### src/rtl/display_pkg.sv
// display_pkg: shared mode encodings, scan states and 7-segment tables for the display scan controller.
package display_pkg;
  localparam logic [1:0] MODE_AB = 2'd0;
  localparam logic [1:0] MODE_C  = 2'd1;
  localparam logic [1:0] MODE_D  = 2'd2;
  localparam logic [1:0] MODE_DC = 2'd3;
  localparam logic [6:0] SEG_BLANK = 7'h7F;
  localparam logic [7:0] AN_OFF = 8'hFF;
  typedef enum logic {ST_BLANK, ST_ON} scan_state_e;
  // active-low a..g patterns, entry 15 (F) first so HEX_SEG[n] is digit n
  localparam logic [15:0][6:0] HEX_SEG = {
    7'h0E, 7'h06, 7'h21, 7'h46, 7'h03, 7'h08, 7'h10, 7'h00,
    7'h78, 7'h02, 7'h12, 7'h19, 7'h30, 7'h24, 7'h79, 7'h40
  };
endpackage

### src/rtl/switch_debouncer.sv
// switch_debouncer: 2-flop synchronizer plus stability counter; the output follows the
// synchronized level only after it has differed for DEBOUNCE_TICKS consecutive cycles.
module switch_debouncer #(
  parameter int DEBOUNCE_TICKS = 1000000
) (
  input  logic clk,
  input  logic rst_n,
  input  logic sw_i,
  output logic sw_o
);
  localparam int CW = $clog2(DEBOUNCE_TICKS + 1);
  logic [1:0] sync_q;
  logic [CW-1:0] cnt_q;
  logic db_q;
  always_ff @(posedge clk or negedge rst_n)
    if (!rst_n) begin
      sync_q <= '0;
      cnt_q <= '0;
      db_q <= 1'b0;
    end else begin
      sync_q <= {sync_q[0], sw_i};
      if (sync_q[1] == db_q) cnt_q <= '0;
      else if (cnt_q == CW'(DEBOUNCE_TICKS - 1)) begin
        cnt_q <= '0;
        db_q <= sync_q[1];
      end else cnt_q <= cnt_q + 1'b1;
    end
  assign sw_o = db_q;
endmodule

### src/rtl/display_scan_controller.sv
// display_scan_controller: debounced mode select, per-frame snapshot and blank-gapped
// 8-digit anode scan. Define DISPLAY_AUTOCYCLE_EN to auto-step the mode while switches are 00.
module display_scan_controller
  import display_pkg::*;
#(
  parameter int DIGIT_TICKS = 100000,
  parameter int BLANK_TICKS = 1000,
  parameter int DEBOUNCE_TICKS = 1000000
`ifdef DISPLAY_AUTOCYCLE_EN
  , parameter int AUTOCYCLE_FRAMES = 250
`endif
) (
  input  logic        clk,
  input  logic        rst_n,
  input  logic        sw_left,
  input  logic        sw_right,
  input  logic [15:0] digits_A,
  input  logic [15:0] digits_B,
  input  logic [15:0] digits_C,
  input  logic [15:0] digits_D,
  output logic [6:0]  segments,
  output logic [7:0]  anodes,
  output logic [1:0]  mode,
  output logic        frame_start
);
  localparam int TW = $clog2((DIGIT_TICKS > BLANK_TICKS ? DIGIT_TICKS : BLANK_TICKS) + 1);
  localparam logic [TW-1:0] DIGIT_END = TW'(DIGIT_TICKS - 1);
  localparam logic [TW-1:0] BLANK_END = TW'(BLANK_TICKS - 1);
  logic sw_left_db, sw_right_db;
  logic [1:0] sw_mode, eff_mode;
  scan_state_e state_q;
  logic [2:0] idx_q;
  logic [TW-1:0] tick_q;
  logic start_q, boundary, hi_lit, lit;
  logic [1:0] mode_q;
  logic [15:0] hi_q, lo_q, hi_d, lo_d, cur_val;
  logic [3:0] nib;
  logic [6:0] segments_q;
  logic [7:0] anodes_q;
  logic frame_start_q;
  switch_debouncer #(.DEBOUNCE_TICKS(DEBOUNCE_TICKS)) u_db_left (
    .clk(clk), .rst_n(rst_n), .sw_i(sw_left), .sw_o(sw_left_db)
  );
  switch_debouncer #(.DEBOUNCE_TICKS(DEBOUNCE_TICKS)) u_db_right (
    .clk(clk), .rst_n(rst_n), .sw_i(sw_right), .sw_o(sw_right_db)
  );
  assign sw_mode = {sw_left_db, sw_right_db};
`ifdef DISPLAY_AUTOCYCLE_EN
  localparam int FW = $clog2(AUTOCYCLE_FRAMES + 1);
  logic [1:0] auto_q;
  logic [FW-1:0] fcnt_q;
  assign eff_mode = sw_mode == MODE_AB ? auto_q : sw_mode;
  // any non-zero switch setting parks the cycler so a return to 00 starts over at mode 0
  always_ff @(posedge clk or negedge rst_n)
    if (!rst_n) begin
      auto_q <= MODE_AB;
      fcnt_q <= '0;
    end else if (boundary) begin
      if (sw_mode != MODE_AB) begin
        auto_q <= MODE_AB;
        fcnt_q <= '0;
      end else if (fcnt_q == FW'(AUTOCYCLE_FRAMES - 1)) begin
        auto_q <= auto_q + 1'b1;
        fcnt_q <= '0;
      end else fcnt_q <= fcnt_q + 1'b1;
    end
`else
  assign eff_mode = sw_mode;
`endif
  // start_q makes the first cycle out of reset behave like an end-of-frame
  assign boundary = start_q || (state_q == ST_ON && idx_q == 3'd7 && tick_q == DIGIT_END);
  assign hi_d = eff_mode == MODE_AB ? digits_A : digits_D;
  assign lo_d = eff_mode == MODE_AB ? digits_B : eff_mode == MODE_D ? digits_D : digits_C;
  assign hi_lit = mode_q == MODE_AB || mode_q == MODE_DC;
  assign cur_val = idx_q[2] ? hi_q : lo_q;
  assign nib = cur_val[{idx_q[1:0], 2'b00} +: 4];
  assign lit = !idx_q[2] || hi_lit;
  always_ff @(posedge clk or negedge rst_n)
    if (!rst_n) begin
      state_q <= ST_BLANK;
      idx_q <= '0;
      tick_q <= '0;
      start_q <= 1'b1;
      mode_q <= MODE_AB;
      hi_q <= '0;
      lo_q <= '0;
      segments_q <= SEG_BLANK;
      anodes_q <= AN_OFF;
      frame_start_q <= 1'b0;
    end else begin
      frame_start_q <= 1'b0;
      tick_q <= tick_q + 1'b1;
      if (boundary) begin
        start_q <= 1'b0;
        state_q <= ST_BLANK;
        idx_q <= '0;
        tick_q <= '0;
        frame_start_q <= 1'b1;
        mode_q <= eff_mode;
        hi_q <= hi_d;
        lo_q <= lo_d;
        segments_q <= SEG_BLANK;
        anodes_q <= AN_OFF;
      end else if (state_q == ST_BLANK && tick_q == BLANK_END) begin
        state_q <= ST_ON;
        tick_q <= '0;
        segments_q <= lit ? HEX_SEG[nib] : SEG_BLANK;
        anodes_q <= lit ? ~(8'h01 << idx_q) : AN_OFF;
      end else if (state_q == ST_ON && tick_q == DIGIT_END) begin
        state_q <= ST_BLANK;
        tick_q <= '0;
        idx_q <= idx_q + 1'b1;
        segments_q <= SEG_BLANK;
        anodes_q <= AN_OFF;
      end
    end
  assign segments = segments_q;
  assign anodes = anodes_q;
  assign mode = mode_q;
  assign frame_start = frame_start_q;
endmodule
### config.mk
export PLATFORM = sky130hd
export DESIGN_NAME = display_scan_controller
export DESIGN_NICKNAME = d
export VERILOG_FILES = /design/src/rtl/display_pkg.sv /design/src/rtl/switch_debouncer.sv /design/src/rtl/display_scan_controller.sv
export SDC_FILE = /design/constraint.sdc
export NUM_CORES = 1
export LEC_CHECK = 0
export CORE_ASPECT_RATIO = 1.4
export CORE_MARGIN = 10
export CORE_UTILIZATION = 59
export CTS_BUF_LIST = sky130_fd_sc_hd__clkbuf_8 sky130_fd_sc_hd__clkbuf_16
export DETAILED_ROUTE_END_ITERATION = 6
export PLACE_DENSITY_LB_ADDON = 0.3
export SLEW_MARGIN = 0
export SYNTH_ARGS = -nofsm -noshare
export SYNTH_HDL_FRONTEND = slang
export SYNTH_SLANG_ARGS = --single-unit
### constraint.sdc
create_clock -name clk -period 4.7 [get_ports clk]
set_input_delay 0.94 -clock clk [delete_from_list [all_inputs] [get_ports clk]]
set_output_delay 0.94 -clock clk [all_outputs]
set_load 0.01 [all_outputs]
### After elaboration in Yosys (flattened, before gate mapping)

Memories as Yosys holds them, arrays and structs flattened.
Cells that the tools add are included.

| storage, ports and cells | value |
|---|---|
| flip-flop bits (word level) | 118 |
| memory bits (read-only) | 112 |
| input bits | 68 |
| output and inout bits | 18 |
| memories | 1 |

| cells by class | value |
|---|---|
| add/sub/neg operators | 4 |
| order comparisons | 1 |
| eq/ne operators | 10 |
| shift operators | 2 |
| mux-type cells | 27 |
| bitwise gates (word level) | 4 |
| reduce and logical (&&, ||, !) cells | 15 |

Memories:

| name | words | width | read ports | clocked after Yosys merged registers in | wr ports | RTL line | RTL |
|---|---|---|---|---|---|---|---|
| (no name shown) | 16 | 7 | 1 | 0 | 0 | display_scan_controller.sv:107 | `segments_q <= lit ? HEX_SEG[nib] : SEG_BLANK;` |

Operators by type and width:

| kind | count |
|---|---|
| 20-bit two-way mux | 4 |
| 16-bit two-way mux | 4 |
| 17-bit two-way mux | 3 |
| 20-bit by 1-bit adder with 20-bit output, second input constant | 2 |
| 20-bit equality test, second input constant | 2 |
| 7-bit two-way mux | 5 |
| 8-bit two-way mux | 4 |
| 17-bit by 1-bit adder with 17-bit output, second input constant | 1 |
| 17-bit by 10-bit equality test with 1-bit output, second input constant | 1 |
| 17-bit equality test, second input constant | 1 |
| 16-bit by 5-bit indexed part select with 4-bit output | 1 |
| 3-bit two-way mux | 3 |
| 8-bit inverter | 1 |
| 1-bit by 3-bit left shift with 8-bit output, first input constant | 1 |
| 2-bit AND reduction | 3 |
| 4-bit by 5-bit less-than comparator with 1-bit output, second input constant | 1 |
| 2-bit equality test, second input constant | 2 |
| 1-bit logical AND | 4 |
| 2-bit logical NOT | 2 |
| 1-bit two-way mux | 4 |
| 3-bit by 1-bit adder with 3-bit output, second input constant | 1 |
| 3-bit equality test, second input constant | 1 |
| 1-bit logical OR | 3 |
| 1-bit inverter | 3 |
| 5 further kinds | 6 |

### Depth between registers and ports, before layout

| logic depth | value |
|---|---|
| depth after elaboration | 7 |
| depth in mapped cells | 8 |
| mapped depth without buffers | 7 |

### Modules after synthesis

Synthesis repeated with hierarchy kept, for this count alone.

| second synthesis, totals | value |
|---|---|
| cells, all modules | 612 |
| area total of the unflattened synthesis | 6246.0 um^2 |

Modules (own cells, without submodules):

| module | instances | cells each | area each (um^2) |
|---|---|---|---|
| display_scan_controller | 1 | 396 | 4016.4 |
| switch_debouncer | 2 | 108 | 1114.8 |

### Least setup slack after synthesis

Ideal clock, no wire load.

| path | value |
|---|---|
| path kind | register -> register |
| from | reg idx_q[2] |
| to | reg segments_q[4], in the netlist segments[4] |
| data arrival time | 2.173 ns |
| data required time | 4.617 ns |
| setup slack | 2.443 ns |
| cell stages (with the launch flop) | 8 |
| cells stage by stage | dfrtp_1 buf_6 mux4_2 mux2i_4 inv_1 ha_1 o211a_1 o32a_1 |

| between the ends | value |
|---|---|
| word-level cells in the longest chain between the ends | 7 |
| elaborated cells on any way between the ends | 14 |

RTL lines:

| item | RTL line | RTL |
|---|---|---|
| start, declared | display_scan_controller.sv:32 | `logic [2:0] idx_q;` |
| start signal, assigned | display_scan_controller.sv:112 | `idx_q <= idx_q + 1'b1;` |
| 16-bit two-way mux | display_scan_controller.sv:75 | `assign cur_val = idx_q[2] ? hi_q : lo_q;` |
| 16-bit by 5-bit indexed part select with 4-bit output | display_scan_controller.sv:76 | `assign nib = cur_val[{idx_q[1:0], 2'b00} +: 4];` |
| memory read 16 x 7 bit | - |  |
| 7-bit two-way mux (not written as such) | display_scan_controller.sv:107 |  |
| 7-bit two-way mux | display_scan_controller.sv:107 |  |
| 7-bit two-way mux | display_scan_controller.sv:104 | `end else if (state_q == ST_BLANK && tick_q == BLANK_END) begin` |
| 7-bit two-way mux | display_scan_controller.sv:93 | `if (boundary) begin` |
| end signal, assigned | display_scan_controller.sv:107 |  |
| end, declared | display_scan_controller.sv:38 | `logic [6:0] segments_q;` |

Several ways; a longest one is shown, not always the timed one. The select of a mux whose other input is x is not followed.
A chain may end at the register's enable or synchronous reset.

### Worst setup path in the final report

| path | value |
|---|---|
| from | reg idx_q[2] |
| to | reg segments_q[6], in the netlist segments[6] |

Same word-level chain as after synthesis.

==> impl_metrics.csv <==
group,metric,value,unit
run_status,status,"completed",
run,max-cap-violations,0,
clock_network,numCtsBuffers,17,
clock_network,cts_hold_buf,0,
worst_hold_path,min_from,"u_db_right.sync_q[0]",
logic_synthesis,async_flop_share,100,%
final_layout,most-common-layout-cells,"dfrtp_1, clkdlybuf4s50_1, nor2_1, nand2_1, mux2i_1",
worst_setup_path,crit_family,"multiplexers",
clock_network,cts_tree,"yes",
die,start_util,59.8,%
logic_synthesis,synth_area_leaders,"dfrtp_1, dfstp_2, mux2i_1",
sta,setup_violations,0,
die,boundaryPins,86,
place,port_buffers,85,
logic_synthesis,syn_area,6150,um2
worst_setup_path,cp.arrival,3.14,ns
worst_setup_path,critical_path.slowest_cell,"dfrtp_1",
clock_network,clk_pin_slew_worst_paths,0.05,ns
global_routing,first_global_vias,4929,
power,power.leakage,3.27,nW
sta,rsz0062_at_grt,"false",
final_layout,fin_area,7740,um2
worst_setup_path,crit_type,"register to register",
global_routing,grt_antenna_before_repair,0,
logic_synthesis,ys_types,54,
worst_setup_path,path_common_cell,"mux2i_1",
clock_network,htree_num_levels,4,
worst_setup_path,r2r_setup_slack,1.89,ns
sta,hold_ws,0.350,ns
final_layout,nets,757,
clock_network,clockBufferDepth,2,
final_layout,areaGrowthSynthToFinish,25.7,%
worst_setup_path,worstPathMaxFanout,13,
global_routing,grt_max_degree,69,
final_layout,diodes,0,
detailed_routing,viasPerCell,5.68,
global_routing,grt_pass1_wl,23900,um
clock_network,postCtsSetupRepairBufs,0,
power,power.total,2.71,mW
detailed_routing,routed_wl,14400,um
detailed_routing,antenna_left,0,
worst_setup_path,r2r-start,"idx_q[2]",
die,die_w,106,um
logic_synthesis,synthCells,592,
sta,period_minus_slack,2.81,ns
clock_network,cts-root-buf,"clkbuf_16",
worst_setup_path,cpPeakStageDelay,0.78,ns
die,fp.dieH,141,um
worst_hold_path,hold_path_end,"u_db_right.sync_q[1]",
detailed_routing,vias,4687,
sta,fin_crit_sh,59.7,%
sta,finalHoldViolations,0,
sta,tightest_slew,1.26,ns
sta,final_max_slew_viol_count,0,
die,rows,44,
global_routing,grt_usage,19.8,%
clock_network,post_cts_resized,0,
die,die_area,15000,um2
detailed_routing,dr.pass1.iters,4,
clock_network,clk_latency,0.42,ns
place,place_inst,793,
worst_hold_path,hold_depth,0,
worst_setup_path,r2r_end,"segments[6]",
sta,clock.fmax,0.356,GHz
place,place_hpwl,10100,um
detailed_routing,routedWlPerCell,17.4,um
power,power_density,350,nW/um2
logic_synthesis,synth_area_leader_cell,"dfrtp_1",
power,vdd_drop_max,0.281,mV
global_routing,overflow,0,
worst_setup_path,ff2ff_path_depth,7,
logic_synthesis,synth-edff-count,0,
logic_synthesis,ys_seq_area_share,48.3,%
logic_synthesis,synth_top_area_share,41.5,%
worst_setup_path,worstPathRequired,5.03,ns
sta,finalSetupTns,0,ns
sta,worst_clock_skew,0.0121,ns
final_layout,finalNonFillerCells,825,
worst_hold_path,hp-class,"register to register",
logic_synthesis,ys_seq_elements,118,
place,gp_congestion,0.871,
detailed_routing,drtIter0Drc,215,
die,core,10300,um2
logic_synthesis,syn_avg_cell_area,10.4,um2
worst_setup_path,crit_buf_inv,1,
worst_setup_path,end_kind,"register",
final_layout,final_common_cell,"dfrtp_1",
worst_setup_path,path_cells,"mux4_2 > mux2i_1 > inv_1 > ha_1 > mux2i_1 > o22ai_1 > o22a_1",
clock_network,clkSinkCount,118,
detailed_routing,drc,0,
place,placed_cell_area,7070,um2
worst_setup_path,crit_path_start_kind,"register",
final_layout,drive_gt1_share,11.4,%
logic_synthesis,ys.flop_type,"dfrtp_1",
logic_synthesis,synthesis.nets,675,
logic_synthesis,yosys_warnings,0,
sta,max-slew-margin-rel,15.7,%
-- where the power goes --
| part | internal (mW) | switching [mW] | leakage [nW] |
|---|---|---|---|
| clock | 0.980 | 0.450 | 0.312 |
| combinational | 0.104 | 0.102 | 1.44 |
| sequential | 1.05 | 0.0228 | 1.52 |
-- registers in the layout (all words and copies together) (netlist names), 3 cells and up --
| signal | flops |
|---|---|
| u_db_right.cnt_q | 20 |
| segments | 7 |
| anodes | 8 |
| lo_q | 16 |
| idx_q | 3 |
| tick_q | 17 |
| hi_q | 16 |
| u_db_left.cnt_q | 20 |
-- Yosys cell counts (all sizes together), types with 2 or more instances --
cell / instances
nor2: 83
o22ai: 3
inv: 18
a21oi: 20
and4: 10
o21ai: 33
buf: 19
xnor2: 31
and2: 2
dfstp: 16
mux2i: 42
or2: 2
mux2: 4
o22a: 7
a2bb2oi: 6
nor4b: 2
or3: 4
ha: 15
mux4: 8
nand2: 56
nor3: 10
nor3b: 4
nand3: 26
nand3b: 2
nor4: 13
dfrtp: 102
xor2: 23
and3: 3
nand4: 7
clkbuf: 8
-- worst max-delay path by stage --
| stage | start | to | cells after the start |
|---|---|---|---|
| 3_5_place_dp | idx_q[2] | segments[0] | 7 |
| 5_1_grt | idx_q[2] | segments[5] | 7 |
| 4_1_cts | idx_q[2] | segments[6] | 7 |
| 3_3_place_gp | tick_q[0] | segments[4] | 8 |
| 6_report | idx_q[2] | segments[6] | 7 |
| 2_1_floorplan | idx_q[2] | segments[4] | 7 |
-- routing by layer --
| metal | track usage, % | part of all wire, % |
|---|---|---|
| met1 | 22.2 | 40 |
| met2 | 35.1 | 55 |
| met3 | 5.11 | 3.6 |
| met4 | 7.22 | 1.7 |
| met5 | 0 | 0 |
-- worst register-to-register path: stages (launching register included) --
cell and delay [ns]:
dfrtp_1 0.78, mux4_2 0.60, mux2i_1 0.42, inv_1 0.18
ha_1 0.30, mux2i_1 0.17, o22ai_1 0.11, o22a_1 0.19
-- kinds of logic after synthesis --
logic type | Yosys count | share of synthesized area (%)
AO/OA/AOI/OAI | 77 | 8.03
multiplexers | 54 | 11.2
AND/OR/NAND/NOR | 227 | 18.2
flip-flops | 118 | 48.3
XOR/XNOR | 54 | 7.68
buffers and inverters | 46 | 3.50
adder cells (fa/ha/maj) | 15 | 3.05
other | 1 | 0.0609
-- final cells by class --
type                    instances  area (um2)
clock inverters                12         200
fillers                       705        2560
multi-input cells             428        2970
repair buffers                 90         886
well taps                     138         173
inverters                      19        71.3
flip-flops and latches        118        2970
clock buffers                  20         467
-- per-stage QoR --
step / util [%] / worst slack (ns)
2_1_floorplan: - / 2.44
3_3_place_gp: 68.7 / 2.11
3_5_place_dp: 68.7 / 1.92
4_1_cts: 75.1 / 1.90
5_1_grt: 75.1 / 1.72
6_report: 75.1 / 1.89
Power figures use the tool's default switching activity.
